--- config.mk ---
export PLATFORM = sky130hd
export DESIGN_NAME = sti_rx_flat
export DESIGN_NICKNAME = d
export VERILOG_FILES = /design/src/rtl/sti_rx_if.sv /design/src/rtl/sti_rx.sv /design/src/flat_wrapper.sv
export SDC_FILE = /design/constraint.sdc
export NUM_CORES = 1
export LEC_CHECK = 0
export CORE_UTILIZATION = 45
export CTS_CLUSTER_SIZE = 28
export DETAILED_ROUTE_END_ITERATION = 16
export GPL_ROUTABILITY_DRIVEN = 0
export GPL_TIMING_DRIVEN = 0
export PLACE_DENSITY = 0.69
export RECOVER_POWER = 100
export SYNTH_ARGS = -nofsm -noshare
export SYNTH_HDL_FRONTEND = slang
export SYNTH_SLANG_ARGS = --single-unit
export TNS_END_PERCENT = 1
--- constraint.sdc ---
create_clock -name clk -period 2.81 [get_ports clk]
set_input_delay 0.4215 -clock clk [delete_from_list [all_inputs] [get_ports clk]]
set_output_delay 0.4215 -clock clk [all_outputs]
set_load 0.02 [all_outputs]
--- src/rtl/sti_rx_if.sv ---
// STI receive-side bundle: word format, serial input and parallel output.
interface sti_rx_if #(
  parameter int CNT_W = 8
);
  logic             cfg_load;
  logic [1:0]       cfg_length;
  logic             cfg_msb;
  logic             si_data;
  logic             si_valid;
  logic [31:0]      po_data;
  logic             po_valid;
  logic [1:0]       po_width;
  logic             po_err;
  logic             busy;
  logic [CNT_W-1:0] word_count;

  modport master (
    output cfg_load, cfg_length, cfg_msb,
    output si_data, si_valid,
    input  po_data, po_valid, po_width,
    input  po_err, busy, word_count
  );

  modport slave (
    input  cfg_load, cfg_length, cfg_msb,
    input  si_data, si_valid,
    output po_data, po_valid, po_width,
    output po_err, busy, word_count
  );
endinterface

--- src/rtl/sti_rx.sv ---
// STI serial-to-parallel receiver: rebuilds 8..32-bit words
// from a latched format, flags words cut short by si_valid.
module sti_rx #(
  parameter int CNT_W = 8
) (
  input logic   clk,
  input logic   reset,
  sti_rx_if.slave bus
);

  typedef enum logic {IDLE, RECV} state_t;

  state_t           state, state_n;
  logic [1:0]       len_q, len_n;
  logic             msb_q, msb_n;
  logic [5:0]       cnt, cnt_n;
  logic [5:0]       last, pos;
  logic [31:0]      sh, sh_n;
  logic [31:0]      data_n;
  logic             valid_n, err_n;
  logic [1:0]       width_n;
  logic [CNT_W-1:0] wc_n;

  always_ff @(posedge clk or posedge reset) begin
    if (reset) begin
      state          <= IDLE;
      len_q          <= '0;
      msb_q          <= 1'b0;
      cnt            <= '0;
      sh             <= '0;
      bus.po_data    <= '0;
      bus.po_valid   <= 1'b0;
      bus.po_width   <= '0;
      bus.po_err     <= 1'b0;
      bus.busy       <= 1'b0;
      bus.word_count <= '0;
    end else begin
      state          <= state_n;
      len_q          <= len_n;
      msb_q          <= msb_n;
      cnt            <= cnt_n;
      sh             <= sh_n;
      bus.po_data    <= data_n;
      bus.po_valid   <= valid_n;
      bus.po_width   <= width_n;
      bus.po_err     <= err_n;
      bus.busy       <= (state_n == RECV);
      bus.word_count <= wc_n;
    end
  end

  // last = W-1 = 8*len + 7
  assign last = {1'b0, len_q, 3'b111};
  assign pos  = msb_q ? (last - cnt) : cnt;

  always_comb begin
    state_n = state;
    len_n   = len_q;
    msb_n   = msb_q;
    cnt_n   = cnt;
    sh_n    = sh;
    data_n  = bus.po_data;
    width_n = bus.po_width;
    valid_n = 1'b0;
    err_n   = 1'b0;
    wc_n    = bus.word_count;
    unique case (state)
      IDLE: begin
        if (bus.cfg_load) begin
          len_n   = bus.cfg_length;
          msb_n   = bus.cfg_msb;
          sh_n    = '0;
          cnt_n   = '0;
          state_n = RECV;
        end
      end
      RECV: begin
        if (bus.si_valid) begin
          sh_n[pos] = bus.si_data;
          cnt_n     = cnt + 6'd1;
          if (cnt == last) begin
            data_n  = sh_n;
            width_n = len_q;
            valid_n = 1'b1;
            wc_n    = bus.word_count + CNT_W'(1);
            state_n = IDLE;
          end
        end else if (cnt != 6'd0) begin
          err_n   = 1'b1;
          state_n = IDLE;
        end
      end
      default: state_n = IDLE;
    endcase
  end

endmodule

--- src/flat_wrapper.sv ---
// flat-port wrapper written by rule: the top's interface ports become plain ports
module sti_rx_flat 
#(
  parameter int CNT_W = 8
)
  (clk, reset, bus_cfg_load, bus_cfg_length, bus_cfg_msb, bus_si_data, bus_si_valid, bus_po_data, bus_po_valid, bus_po_width, bus_po_err, bus_busy, bus_word_count);
  sti_rx_if #(.CNT_W(CNT_W)) bus_i ();
  input logic clk;
  input logic reset;
  input wire logic [$bits(bus_i.cfg_load)-1:0] bus_cfg_load;
  input wire logic [$bits(bus_i.cfg_length)-1:0] bus_cfg_length;
  input wire logic [$bits(bus_i.cfg_msb)-1:0] bus_cfg_msb;
  input wire logic [$bits(bus_i.si_data)-1:0] bus_si_data;
  input wire logic [$bits(bus_i.si_valid)-1:0] bus_si_valid;
  output wire logic [$bits(bus_i.po_data)-1:0] bus_po_data;
  output wire logic [$bits(bus_i.po_valid)-1:0] bus_po_valid;
  output wire logic [$bits(bus_i.po_width)-1:0] bus_po_width;
  output wire logic [$bits(bus_i.po_err)-1:0] bus_po_err;
  output wire logic [$bits(bus_i.busy)-1:0] bus_busy;
  output wire logic [$bits(bus_i.word_count)-1:0] bus_word_count;
  assign bus_i.cfg_load = bus_cfg_load;
  assign bus_i.cfg_length = bus_cfg_length;
  assign bus_i.cfg_msb = bus_cfg_msb;
  assign bus_i.si_data = bus_si_data;
  assign bus_i.si_valid = bus_si_valid;
  assign bus_po_data = bus_i.po_data;
  assign bus_po_valid = bus_i.po_valid;
  assign bus_po_width = bus_i.po_width;
  assign bus_po_err = bus_i.po_err;
  assign bus_busy = bus_i.busy;
  assign bus_word_count = bus_i.word_count;
  sti_rx #(.CNT_W(CNT_W)) u_core (.clk(clk), .reset(reset), .bus(bus_i));
endmodule
==> results_dict.tcl, run 1 <==
set metrics [dict create \
    status "finished with violations" \
    violations "max-capacitance violations, max-slew violations" \
    p_clk_share_pct 21.6 \
    yosysWarnings 0 \
    antenna_found_initial 0 \
    critical_path.max_fanout 10 \
    hold_path_depth 3 \
    setup_violations 0 \
    track_usage_pct 25.6 \
    final_max_slew_viol_count 44 \
    syn2layout_area_growth_pct 18.7 \
    synth.avg_cell_area_um2 9.34 \
    cp.required_ps 3110 \
    drive_above_1_share_pct 10.8 \
    die_h_um 103 \
    cap_viol_max_count 1 \
    die_w_um 103 \
    hold_viol_final 0 \
    dieArea_um2 10600 \
    syn_area_um2 4570 \
    fin_skew_ps 13.3 \
    final_nets 566 \
    synth_fp_nets 503 \
    fin_setup_tns_ps 0 \
    cp-end-kind "flip-flop" \
    power.net_switching_mw 1.82 \
    routed-via-count 4130 \
    worstPathArrival_ps 2920 \
    async_reset_ff_share_pct 100 \
    synth_cell_types 45 \
    r2r-end "u_core.bus.po_data[5]$_DFFE_PP0P_" \
    final_core_util_pct 55.2 \
    hold_path.class "input port to flip-flop" \
    peakVddDrop_uv 364 \
    drt-wirelength-per-cell_um 18.4 \
    max-slew-margin-rel_pct -16.8 \
    placedInstanceArea_um2 5270 \
    p_leak_nw 2.54 \
    grt_max_degree 45 \
    cts_root_buffer "clkbuf_8" \
    internal_power_mw 2.27 \
    start_kind "flip-flop" \
    ys_seq_area_share_pct 47.1 \
    core_region_area_um2 9820 \
    viasPerCell 5.99 \
    dr.pass1.iters 5 \
    grt_pass1_wl_um 20300 \
    design_area_um2 5420 \
    htreeDepth 3 \
    numCtsBuffers 9 \
    synth_ff_type "dfrtp_1" \
    clk_pin_slew_ps 90 \
    sequentialPowerShare_pct 36.6 \
    antenna_cells 0 \
    worst_pin_slew_ps 1750 \
    holdBufCountCts 0 \
    max_freq_ghz 0.382 \
    synth_seq_cells 86 \
    finalPower_mw 4.09 \
    clock_latency_ps 370 \
    crit_start "u_core.cnt[3]$_DFFE_PP0P_" \
    drc 0 \
    hold_path_end "u_core.bus.po_data[12]$_DFFE_PP0P_" \
    rr_startpoint "u_core.cnt[3]$_DFFE_PP0P_" \
    fp-row-count 36 \
    p_comb_share_pct 41.8 \
    rsz0062_at_grt "no" \
    p_sw_share_pct 44.5 \
    fin_crit_ps 2620 \
    cts.path.max_buffers 2 \
    grt_pass1_vias 3867 \
    mostFrequentLayoutCell "nand3_1" \
    initial_core_util_pct 46.5 \
    synth_edf_count 0 \
    grt_overflow 0 \
    dp_hpwl_um 8550 \
    cts.sinks 86 \
    syn_inst 489 \
    hold_ws_ps 413 \
    min_from "bus_si_data" \
    ios 53 \
    r2r_setup_slack_ps 190 \
    powerDensity_nw_per_um2 755 \
    postCtsSetupBuffers 0 \
    ff2ff_path_depth 7 \
    drtAntennaViolNets 0 \
    final.period_utilization_pct 93.1 \
    numPortBuffers 51 \
    post_cts_resized 0 \
    cts_tree "built" \
    final_cell_mix "nand3_1, nand2_1, dfrtp_1" \
    critPathKind "flip-flop to flip-flop" \
    routed_wl_um 12700 \
    drt_iter0_drc 321 \
]
-- synth_stat cells (2+ instances only) --
cell	count	area, um2
nand4_1	3	18.8
nand4b_1	3	26.3
nor2_2	2	12.5
dfrtp_1	86	2150
nor2_1	11	41.3
a32oi_2	4	65.1
nand3b_1	3	22.5
and2_1	3	18.8
xor2_1	3	26.3
inv_1	8	30.0
nand3_1	108	541
o211ai_1	52	390
buf_2	16	80.1
xnor2_1	4	35.0
mux2i_2	3	41.3
o21ai_2	3	26.3
nor3_4	2	32.5
ha_1	5	62.6
or3b_4	3	33.8
o21a_1	4	30.0
a32o_1	4	40.0
buf_6	5	56.3
nand2_1	93	349
o21ai_0	16	80.1
nor2b_1	3	18.8
mux2_2	3	33.8
o31ai_1	3	22.5
a31oi_1	7	43.8
buf_4	4	30.0
clkbuf_1	10	37.5
-- cells by family (layout without fill, tap and decap cells) --
logic type,count (synthesis),in the layout,share of synthesized area (%)
and+or+nand+nor,242,242,26.4
AOI/OAI and AO/OA,96,96,15.7
xor gates and xnor gates,8,8,1.70
adders and majority gates,6,6,1.81
muxes,8,8,2.19
buffers and inverters,43,111,5.12
DFF,86,86,47.1
-- worst max path at each step --
| stage | depth (start not counted) | end |
|---|---|---|
| after floorplan | 1 | u_core.bus.busy$_DFF_PP0_ |
| after detailed placement | 7 | u_core.sh[20]$_DFFE_PP0P_ |
| after global placement | 2 | u_core.sh[21]$_DFFE_PP0P_ |
| final | 7 | u_core.bus.po_data[5]$_DFFE_PP0P_ |
| after CTS | 7 | u_core.bus.po_data[5]$_DFFE_PP0P_ |
| after global routing | 8 | u_core.bus.po_data[5]$_DFFE_PP0P_ |
-- registers in the layout (all words and copies together), names as in the netlist --
name and count:
u_core.bus.po_valid 1, u_core.bus.busy 1, u_core.bus.po_data 32, u_core.bus.po_err 1, u_core.cnt 6, u_core.bus.po_width 2
u_core.msb_q 1, u_core.sh 32, u_core.bus.word_count 8, u_core.len_q 2
-- cell type report --
class                   instances  area [um2]
plain buffers                  35         186
clock buffers                  11         131
clock inverters                 5        58.8
fillers                       918        4400
inverters                       8        30.0
multi-input cells             360        2160
flip-flops and latches         86        2150
well taps                     133         166
repair buffers                 52         531
-- power groups by stage --
| stage | Clock, mW | Combinational [mW] | Sequential, mW |
|---|---|---|---|
| floorplan | 0 | 1.07 | 1.55 |
| global placement | 0 | 1.65 | 1.51 |
| detailed placement | 0 | 1.68 | 1.52 |
| CTS | 0.890 | 1.69 | 1.50 |
| global route | 0.944 | 1.79 | 1.52 |
| finish | 0.882 | 1.71 | 1.50 |
-- worst max-delay path, stage by stage, from the launching register on --
cell and delay [ps]:
dfrtp_1 390, ha_1 210, fa_1 430, xnor2_2 430
a32o_1 490, clkbuf_2 360, nand3_1 120, nand3_1 130
-- metal layers --
layer	global-route usage, %	share of wire, %	vias to the layer above
met3	3.39	7.5	22
met1	35.9	44	2010
met4	10.6	2.3	0
met5	0	0	-
li1	-	-	1903
met2	40.3	46	195
-- stage by stage --
step,setup WS [ps],cells
floorplan,167,489
global placement,-1210,673
detailed placement,239,674
CTS,281,690
global route,64.7,690
finish,195,690
No activity file was read; power rests on OpenSTA's default activity.
==> inputs of run 2 (changes only) <==
RECOVER_POWER = 25   (was 100)
SKIP_LAST_GASP = 1   (was unset)
==> run 2 against run 1 <==
  * The run still ends with max-capacitance violations, max-slew violations left
  * Global-route usage stayed put
  * Combinational power is 2% higher
  * Via count is 0.85% lower
  * First-iteration DRC count is 19% higher
  * Die area stayed put
  * Critical path type unchanged
  * Largest power group unchanged
==> results_dict.tcl, run 2 (synthesized netlist as in run 1, its figures left out) <==
set metrics [dict create \
    cts_tree "built" \
    sequentialPowerShare_pct 36.4 \
    rr_startpoint "u_core.cnt[3]$_DFFE_PP0P_" \
    drc 0 \
    postCtsSetupBuffers 0 \
    routed-via-count 4095 \
    critical_path.max_fanout 10 \
    grt_overflow 0 \
    cp_common_cell "nand3_1" \
    mostFrequentLayoutCell "nand3_1" \
    setup_violations 0 \
    drt-wirelength-per-cell_um 18.4 \
    final_cell_mix "nand3_1, nand2_1, dfrtp_1" \
    powerDensity_nw_per_um2 756 \
    holdBufCountCts 0 \
    track_usage_pct 25.6 \
    cts.sinks 86 \
    critPathMaxStageDelay_ps 490 \
    p_comb_share_pct 42.4 \
    fin_setup_tns_ps 0 \
    die_h_um 103 \
    start_kind "flip-flop" \
    r2r_setup_slack_ps 210 \
    cp.required_ps 3110 \
    slowest_stage "a32o_1" \
    cap_viol_max_count 1 \
    drive_above_1_share_pct 11.8 \
    final.period_utilization_pct 92.4 \
    final_nets 566 \
    fin_skew_ps 12.5 \
    max_freq_ghz 0.385 \
    fp-row-count 36 \
    hold_path_end "u_core.bus.po_data[12]$_DFFE_PP0P_" \
    hold_path.class "input port to flip-flop" \
    p_sw_share_pct 44.3 \
    ios 53 \
    crit_buf_inv 1 \
    power.net_switching_mw 1.83 \
    viasPerCell 5.93 \
    cts_root_buffer "clkbuf_8" \
    grt_pass1_wl_um 20300 \
    final_max_slew_viol_count 44 \
    htreeDepth 3 \
    syn2layout_area_growth_pct 19.4 \
    grt_max_degree 45 \
    clock_latency_ps 370 \
    reg_top3 "u_core.bus.po_data x32, u_core.sh x32, u_core.bus.word_count x8" \
    peakVddDrop_uv 368 \
    die_w_um 103 \
    min_from "bus_si_data" \
    worst_pin_slew_ps 1760 \
    fin_crit_ps 2600 \
    rsz0062_at_grt "no" \
    antenna_found_initial 0 \
    clk_pin_slew_ps 90 \
    dieArea_um2 10600 \
    violations "max-capacitance violations, max-slew violations" \
    ff2ff_path_depth 7 \
    antenna_cells 0 \
    core_region_area_um2 9820 \
    numPortBuffers 51 \
    worstPathCellList "ha_1 -> fa_1 -> xnor2_2 -> a32o_1 -> buf_2 -> nand3_1 -> nand3_1" \
    status "finished with violations" \
    critPathKind "flip-flop to flip-flop" \
    numCtsBuffers 9 \
    grt_pass1_vias 3867 \
    cp-end-kind "flip-flop" \
    post_cts_resized 0 \
    hold_path_depth 3 \
    cts.path.max_buffers 2 \
    dr.pass1.iters 5 \
    drtAntennaViolNets 0 \
    max-slew-margin-rel_pct -17.3 \
    dp_hpwl_um 8550 \
    drt_iter0_drc 382 \
    path_delay_family "adder cells" \
    initial_core_util_pct 46.5 \
    p_leak_nw 2.41 \
    internal_power_mw 2.30 \
    worstPathArrival_ps 2900 \
    routed_wl_um 12700 \
    hold_viol_final 0 \
    p_clk_share_pct 21.3 \
    finalPower_mw 4.12 \
    r2r-end "u_core.bus.po_data[5]$_DFFE_PP0P_" \
]
run 2: cell types whose count changed in the layout (fill, tap and decap cells not counted), sizes merged:
cell	change
dlygate4sd3	-46
clkbuf	-9
buf	+9
clkdlybuf4s50	+46
run 2: final cells by class:
cell class,count,area [um2]
Buffer,35,204
Clock buffer,11,131
Clock inverter,5,58.8
Fill cell,913,4360
Inverter,8,30.0
Multi-Input combinational cell,360,2180
Sequential cell,86,2150
Tap cell,133,166
Timing Repair Buffer,52,531
run 2: how the worst max path moves through the flow:
| stage | start | to | cells after the start |
|---|---|---|---|
| after detailed placement | bus_si_valid | u_core.sh[20]$_DFFE_PP0P_ | 7 |
| after floorplan | reset | u_core.bus.busy$_DFF_PP0_ | 1 |
| after global routing | u_core.len_q[0]$_DFFE_PP0P_ | u_core.bus.po_data[5]$_DFFE_PP0P_ | 8 |
| after global placement | reset | u_core.sh[21]$_DFFE_PP0P_ | 2 |
| after CTS | u_core.cnt[3]$_DFFE_PP0P_ | u_core.bus.po_data[5]$_DFFE_PP0P_ | 7 |
| final | u_core.cnt[3]$_DFFE_PP0P_ | u_core.bus.po_data[5]$_DFFE_PP0P_ | 7 |
run 2: worst min-delay path, cell delays in order:
cell and delay (ps):
buf_2 170, nand3_1 90, a31oi_1 70
run 2: stage by stage:
step                setup slack (ps)  util [%]  std cells  instance area [um2]  hold WS [ps]
finish                           213      55.6        690                 5460           418
CTS                              281      55.6        690                 5460           397
floorplan                        167         -        489                 4570           468
global route                     116      55.6        690                 5460           422
global placement               -1210      53.4        673                 5250           449
detailed placement               239      53.6        674                 5270           456
run 2: per-layer routing:
layer  part of all wire (%)  global-route usage, %
met3                    6.7                   3.39
met1                     44                   35.9
met2                     47                   40.3
met4                    2.2                   10.6
met5                      0                      0
run 2: power by group through the flow:
stage	logic (mW)	clock network, mW	registers (mW)
after floorplan	1.07	0	1.55
after global placement	1.65	0	1.51
after detailed placement	1.68	0	1.52
after CTS	1.69	0.890	1.50
after global routing	1.82	0.944	1.52
final	1.75	0.878	1.50
